--- src/rtl/trng_collector.sv ---
// TRNG entropy collector: synchronised ring-oscillator inputs, XOR combine, optional
// von Neumann debias (define TRNG_VN_DEBIAS_EN), word packing, repetition-count health test.
module trng_collector #(
  parameter int unsigned NUM_CH     = 4,
  parameter int unsigned WIDTH      = 8,
  parameter int unsigned SAMPLE_DIV = 1,
  parameter int unsigned RCT_LIMIT  = 16
) (
  input  logic              clk,
  input  logic              rst_n,
  input  logic              en,
  input  logic [NUM_CH-1:0] ch_mask,
  input  logic [NUM_CH-1:0] raw_in,
  input  logic              rd_ready,
  output logic              rd_valid,
  output logic [WIDTH-1:0]  rd_data,
  output logic              overrun,
  output logic              health_fail
);

  localparam int unsigned DIV_W = (SAMPLE_DIV > 1) ? $clog2(SAMPLE_DIV) : 1;
  localparam int unsigned CNT_W = $clog2(WIDTH + 1);
  localparam int unsigned RUN_W = 8;
  localparam logic [DIV_W-1:0] DIV_LAST = DIV_W'(SAMPLE_DIV - 1);
  localparam logic [CNT_W-1:0] CNT_FULL = CNT_W'(WIDTH);
  localparam logic [RUN_W-1:0] RUN_MAX  = RUN_W'(RCT_LIMIT);

  logic [NUM_CH-1:0] sync1;
  logic [NUM_CH-1:0] sync2;
  logic [DIV_W-1:0]  div_cnt;
  logic [WIDTH-1:0]  acc;
  logic [CNT_W-1:0]  count;
  logic [RUN_W-1:0]  run_len;
  logic              last_bit;

  logic              strobe;
  logic              raw_valid;
  logic              raw_bit;
  logic              deb_valid;
  logic              deb_bit;
  logic              acc_valid;
  logic              full;
  logic              xfer_ok;
  logic [RUN_W-1:0]  run_next;

  // Two-flop synchroniser; runs regardless of en so samples are settled when collection starts.
  always_ff @(posedge clk) begin
    if (rst_n) begin
      sync1 <= '0;
      sync2 <= '0;
    end else begin
      sync1 <= raw_in;
      sync2 <= sync1;
    end
  end

  always_ff @(posedge clk) begin
    if (rst_n || !en) begin
      div_cnt <= '0;
    end else if (strobe) begin
      div_cnt <= '0;
    end else begin
      div_cnt <= div_cnt + DIV_W'(1);
    end
  end

  always_comb begin
    strobe    = en && (div_cnt == DIV_LAST);
    raw_valid = strobe && (|ch_mask);
    raw_bit   = ^(sync2 & ch_mask);
  end

`ifdef TRNG_VN_DEBIAS_EN
  logic pair_full;
  logic pair_bit;

  // First bit of a pair is parked; a differing second bit releases the first one.
  always_ff @(posedge clk) begin
    if (rst_n || !en) begin
      pair_full <= 1'b0;
      pair_bit  <= 1'b0;
    end else if (raw_valid) begin
      if (!pair_full) begin
        pair_full <= 1'b1;
        pair_bit  <= raw_bit;
      end else begin
        pair_full <= 1'b0;
      end
    end
  end

  always_comb begin
    deb_valid = raw_valid && pair_full && (pair_bit != raw_bit);
    deb_bit   = pair_bit;
  end
`else
  always_comb begin
    deb_valid = raw_valid;
    deb_bit   = raw_bit;
  end
`endif

  always_comb begin
    acc_valid = deb_valid && !health_fail;
    full      = (count == CNT_FULL);
    xfer_ok   = !rd_valid || rd_ready;
    if ((run_len != '0) && (deb_bit == last_bit)) begin
      run_next = (run_len == RUN_MAX) ? RUN_MAX : run_len + RUN_W'(1);
    end else begin
      run_next = RUN_W'(1);
    end
  end

  // Word packing, output handshake and health tracking.
  always_ff @(posedge clk) begin
    if (rst_n) begin
      rd_valid    <= 1'b0;
      rd_data     <= '0;
      overrun     <= 1'b0;
      health_fail <= 1'b0;
      acc         <= '0;
      count       <= '0;
      run_len     <= '0;
      last_bit    <= 1'b0;
    end else begin
      if (rd_valid && rd_ready) begin
        rd_valid <= 1'b0;
      end
      if (!en) begin
        acc         <= '0;
        count       <= '0;
        run_len     <= '0;
        last_bit    <= 1'b0;
        health_fail <= 1'b0;
      end else begin
        if (full) begin
          if (xfer_ok) begin
            rd_data  <= acc;
            rd_valid <= 1'b1;
          end else begin
            overrun <= 1'b1;
          end
          // A bit landing on the hand-off cycle starts the next word.
          if (acc_valid) begin
            acc   <= WIDTH'(deb_bit);
            count <= CNT_W'(1);
          end else begin
            count <= '0;
          end
        end else if (acc_valid) begin
          acc   <= {acc[WIDTH-2:0], deb_bit};
          count <= count + CNT_W'(1);
        end
        if (acc_valid) begin
          last_bit <= deb_bit;
          run_len  <= run_next;
          if (run_next == RUN_MAX) begin
            health_fail <= 1'b1;
          end
        end
      end
    end
  end

endmodule

--- config.mk ---
export PLATFORM = sky130hd
export DESIGN_NAME = trng_collector
export DESIGN_NICKNAME = d
export VERILOG_FILES = /design/src/rtl/trng_collector.sv
export SDC_FILE = /design/constraint.sdc
export NUM_CORES = 1
export LEC_CHECK = 0
export BUFFER_PORTS_ARGS = -buffer_cell sky130_fd_sc_hd__buf_4
export CAP_MARGIN = 40
export CORE_ASPECT_RATIO = 0.6
export CORE_MARGIN = 5
export CORE_UTILIZATION = 32
export DETAILED_ROUTE_END_ITERATION = 8
export PLACE_DENSITY_LB_ADDON = 0.25
export SYNTH_ARGS = -nofsm -noshare
export SYNTH_HDL_FRONTEND = slang
export SYNTH_SLANG_ARGS = --single-unit
export TNS_END_PERCENT = 5
--- constraint.sdc ---
create_clock -name clk -period 2 [get_ports clk]
set_input_delay 0 -clock clk [delete_from_list [all_inputs] [get_ports clk]]
set_output_delay 0 -clock clk [all_outputs]
set_load 0.01 [all_outputs]
==> results.yml <==
cts:
  insertion_delay_ns: 0.29
  h-tree-depth: 2
  path_clk_slew_ns: 0.08
  cts_buffers: 5
  clock_sinks: 40
  cts-root-buf: "clkbuf_8"
  cts_tree: "built"
  postCtsSetupRepairBufs: 0
  cts_buffer_depth: 2
setup_path:
  path_delay_family: "simple AND/OR/NAND/NOR gates"
  r2r-end: "run_len[0]"
  cpPeakStageDelay_ns: 0.56
  endpoint_kind: "register"
  reg2reg_depth: 5
  worstReg2RegStart: "run_len[5]"
  crit_end: "run_len[0]"
  worst-path-buf-inv: 0
  r2r_slack_ns: 0.10
  cp-start-kind: "register"
  cp.depth: 5
  cp.required_ns: 2.21
  critical_path_class: "register to register"
  crit_chain: "or3_1, or4b_4, nand2b_4, and3_1, a211oi_2"
  slowest_stage: "or4b_4"
  startpoint: "run_len[5]"
  crit_arrival_ns: 2.11
  path_max_fanout: 6
global_route:
  track_usage_pct: 11.2
  grt_max_degree: 20
  gr-total-overflow: 0
  grt_pass1_vias: 1301
  grt_pass1_wl_um: 6370
  antenna_found_initial: 0
timing:
  fmax_mhz: 527
  rsz0062_at_grt: "no"
  tightest_slew_ns: 0.523
  slew_violations: 0
  finClkSkew_ns: 0.0116
  hold_violations: 0
  setup_ws_ns: 0.102
  setup-violations-final: 0
  fin_crit_sh_pct: 94.9
  period_needed_ns: 1.90
  fin_setup_tns_ns: 0
  relSlewSlack_pct: 65.1
place:
  port_buffers: 22
  finalWeightedCongestion: 0.842
  post-dp-hpwl_um: 2660
  dp_slack_ns: 0.122
route:
  wl_per_cell_um: 12.4
  drc: 0
  firstDrtPassIters: 4
  viasPerCell: 4.74
  drtIter0Drc: 77
  routed_wl_um: 3680
  ant_nets: 0
  vias: 1408
power:
  pwr-share-clk_pct: 36.6
  switching_share_pct: 23.5
  power.density_nw_per_um2: 673
  leakage_uw: 0.000800
  p_total_uw: 1440
  power.share.sequential_pct: 56.5
  p_int_uw: 1100
  p_switching_uw: 337
  combPwrFrac_pct: 7.0
  ir_drop_mv: 0.326
synthesis:
  synth_edf_count: 0
  ys.flop_type: "dfxtp_1"
  synthXorXnorAreaFrac_pct: 4.81
  syn-instance-count: 200
  yosysSeqAreaShare_pct: 45.9
  synth_fp_nets: 216
  synthAdderAreaFrac_pct: 2.87
  synth_compound_area_share_pct: 8.97
  synth_cell_types: 36
  ys_seq_elements: 40
  yosys.area_share.simple_pct: 27.4
  synth.avg_cell_area_um2: 8.71
  synth_area_um2: 1740
  synthArstFlopShare_pct: 0
  synth.mux.area_fraction_pct: 6.32
  yosysWarnings: 0
  synth_top_family_by_area: "simple AND/OR/NAND/NOR gates"
layout:
  drive_gt1_share_pct: 18.6
  insertedDiodeCount: 0
  final_common_cell: "dfxtp_1"
  fin_nets: 246
  area_growth_pct: 22.5
  final_cell_mix: "dfxtp_1, buf_4, nand2_1"
  fillers: 524
floorplan:
  die_y_um: 67.2
  die_w_um: 105
  rows: 20
  start_util_pct: 33.8
  core_area_um2: 5150
  die_area_um2: 7070
  ios: 23
outcome:
  status: "finished clean"
min_path:
  hold_class: "input port to register"
job:
  max-cap-violations: 0
[logic make-up (layout without fill, tap and decap cells)]
group	after synthesis	count (layout)
buffers and inverters	16	47
other	1	1
AOI/OAI and AO/OA	26	26
xor gates and xnor gates	8	8
and+or+nand+nor	94	94
DFF	40	40
adders and majority gates	4	4
muxes	11	11
[repair_timing]
| action | in CTS | in global routing |
|---|---|---|
| gates resized for setup | 0 | 1 |
| endpoints found under the hold margin | 4 | 0 |
| setup endpoints to repair | 0 | 1 |
| hold buffers | 4 | 0 |
[stage by stage]
step | std cells | utilization, % | hold WS [ns] | cell area (µm²)
after floorplan | 200 | - | 0.128 | 1740
after CTS | 297 | 41.4 | 0.000670 | 2130
after global routing | 297 | 41.4 | 0.00692 | 2130
after detailed placement | 285 | 38.9 | 0.215 | 2000
final | 297 | 41.4 | 0.00277 | 2130
after global placement | 285 | 38.9 | 0.211 | 2000
[power groups by stage]
stage / sequential, µW / combinational (µW) / clock, µW
2_1_floorplan: 828 / 59.8 / 0
3_3_place_gp: 829 / 92.9 / 0
3_5_place_dp: 829 / 93.2 / 0
4_1_cts: 811 / 99.7 / 551
5_1_grt: 812 / 111 / 583
6_report: 811 / 100 / 525
[sequential cells by signal, summed over array words and instances, names as in the netlist]
name and flops:
health_fail 1, overrun 1, run_len 8, div_cnt 1, sync1 4, rd_data 8, count 4, rd_valid 1
acc 8, sync2 4
[area by class of cell]
type,instances,area [µm²],share of cell area (%)
Clock inverter,2,16.3,0.762
Timing Repair Buffer,33,258,12.1
Inverter,6,22.5,1.06
Tap cell,66,82.6,3.87
Multi-Input combinational cell,144,881,41.3
Sequential cell,40,802,37.6
Clock buffer,6,72.6,3.40
[cell usage after synthesis, types with 6 or more instances]
cell type  instances  share of area, %
dfxtp_1           40                46
nand2_1           21               4.5
nand3_1           20               5.7
nor2_1            18               3.9
a21oi_1           14               4.0
mux2i_1           11               6.3
nor2b_1           10               3.6
clkbuf_1           8               1.7
nor3_1             7               2.0
inv_1              6               1.3
xnor2_1            6               3.0
[worst min-delay path: stages]
cell     delay, ns
buf_4         0.11
a31oi_1       0.07
nor2_1        0.07
[per-layer routing]
layer	up-vias	GRT usage, %	part of all wire, %
met5	-	0	0
met4	0	3.83	0.43
met3	2	3.82	6.8
met2	32	14.1	36
met1	632	17.2	56
li1	742	-	-
[worst min path at each step]
stage / startpoint / end / slack [ns] / cells after the start
2_1_floorplan: raw_in[0] / sync1[0] / 0.13 / 1
3_3_place_gp: raw_in[2] / sync1[2] / 0.21 / 2
3_5_place_dp: raw_in[2] / sync1[2] / 0.21 / 2
4_1_cts: en / overrun / 0.0007 / 3
5_1_grt: en / overrun / 0.007 / 3
6_report: en / overrun / 0.003 / 3
(Power assumes the default switching activity.)
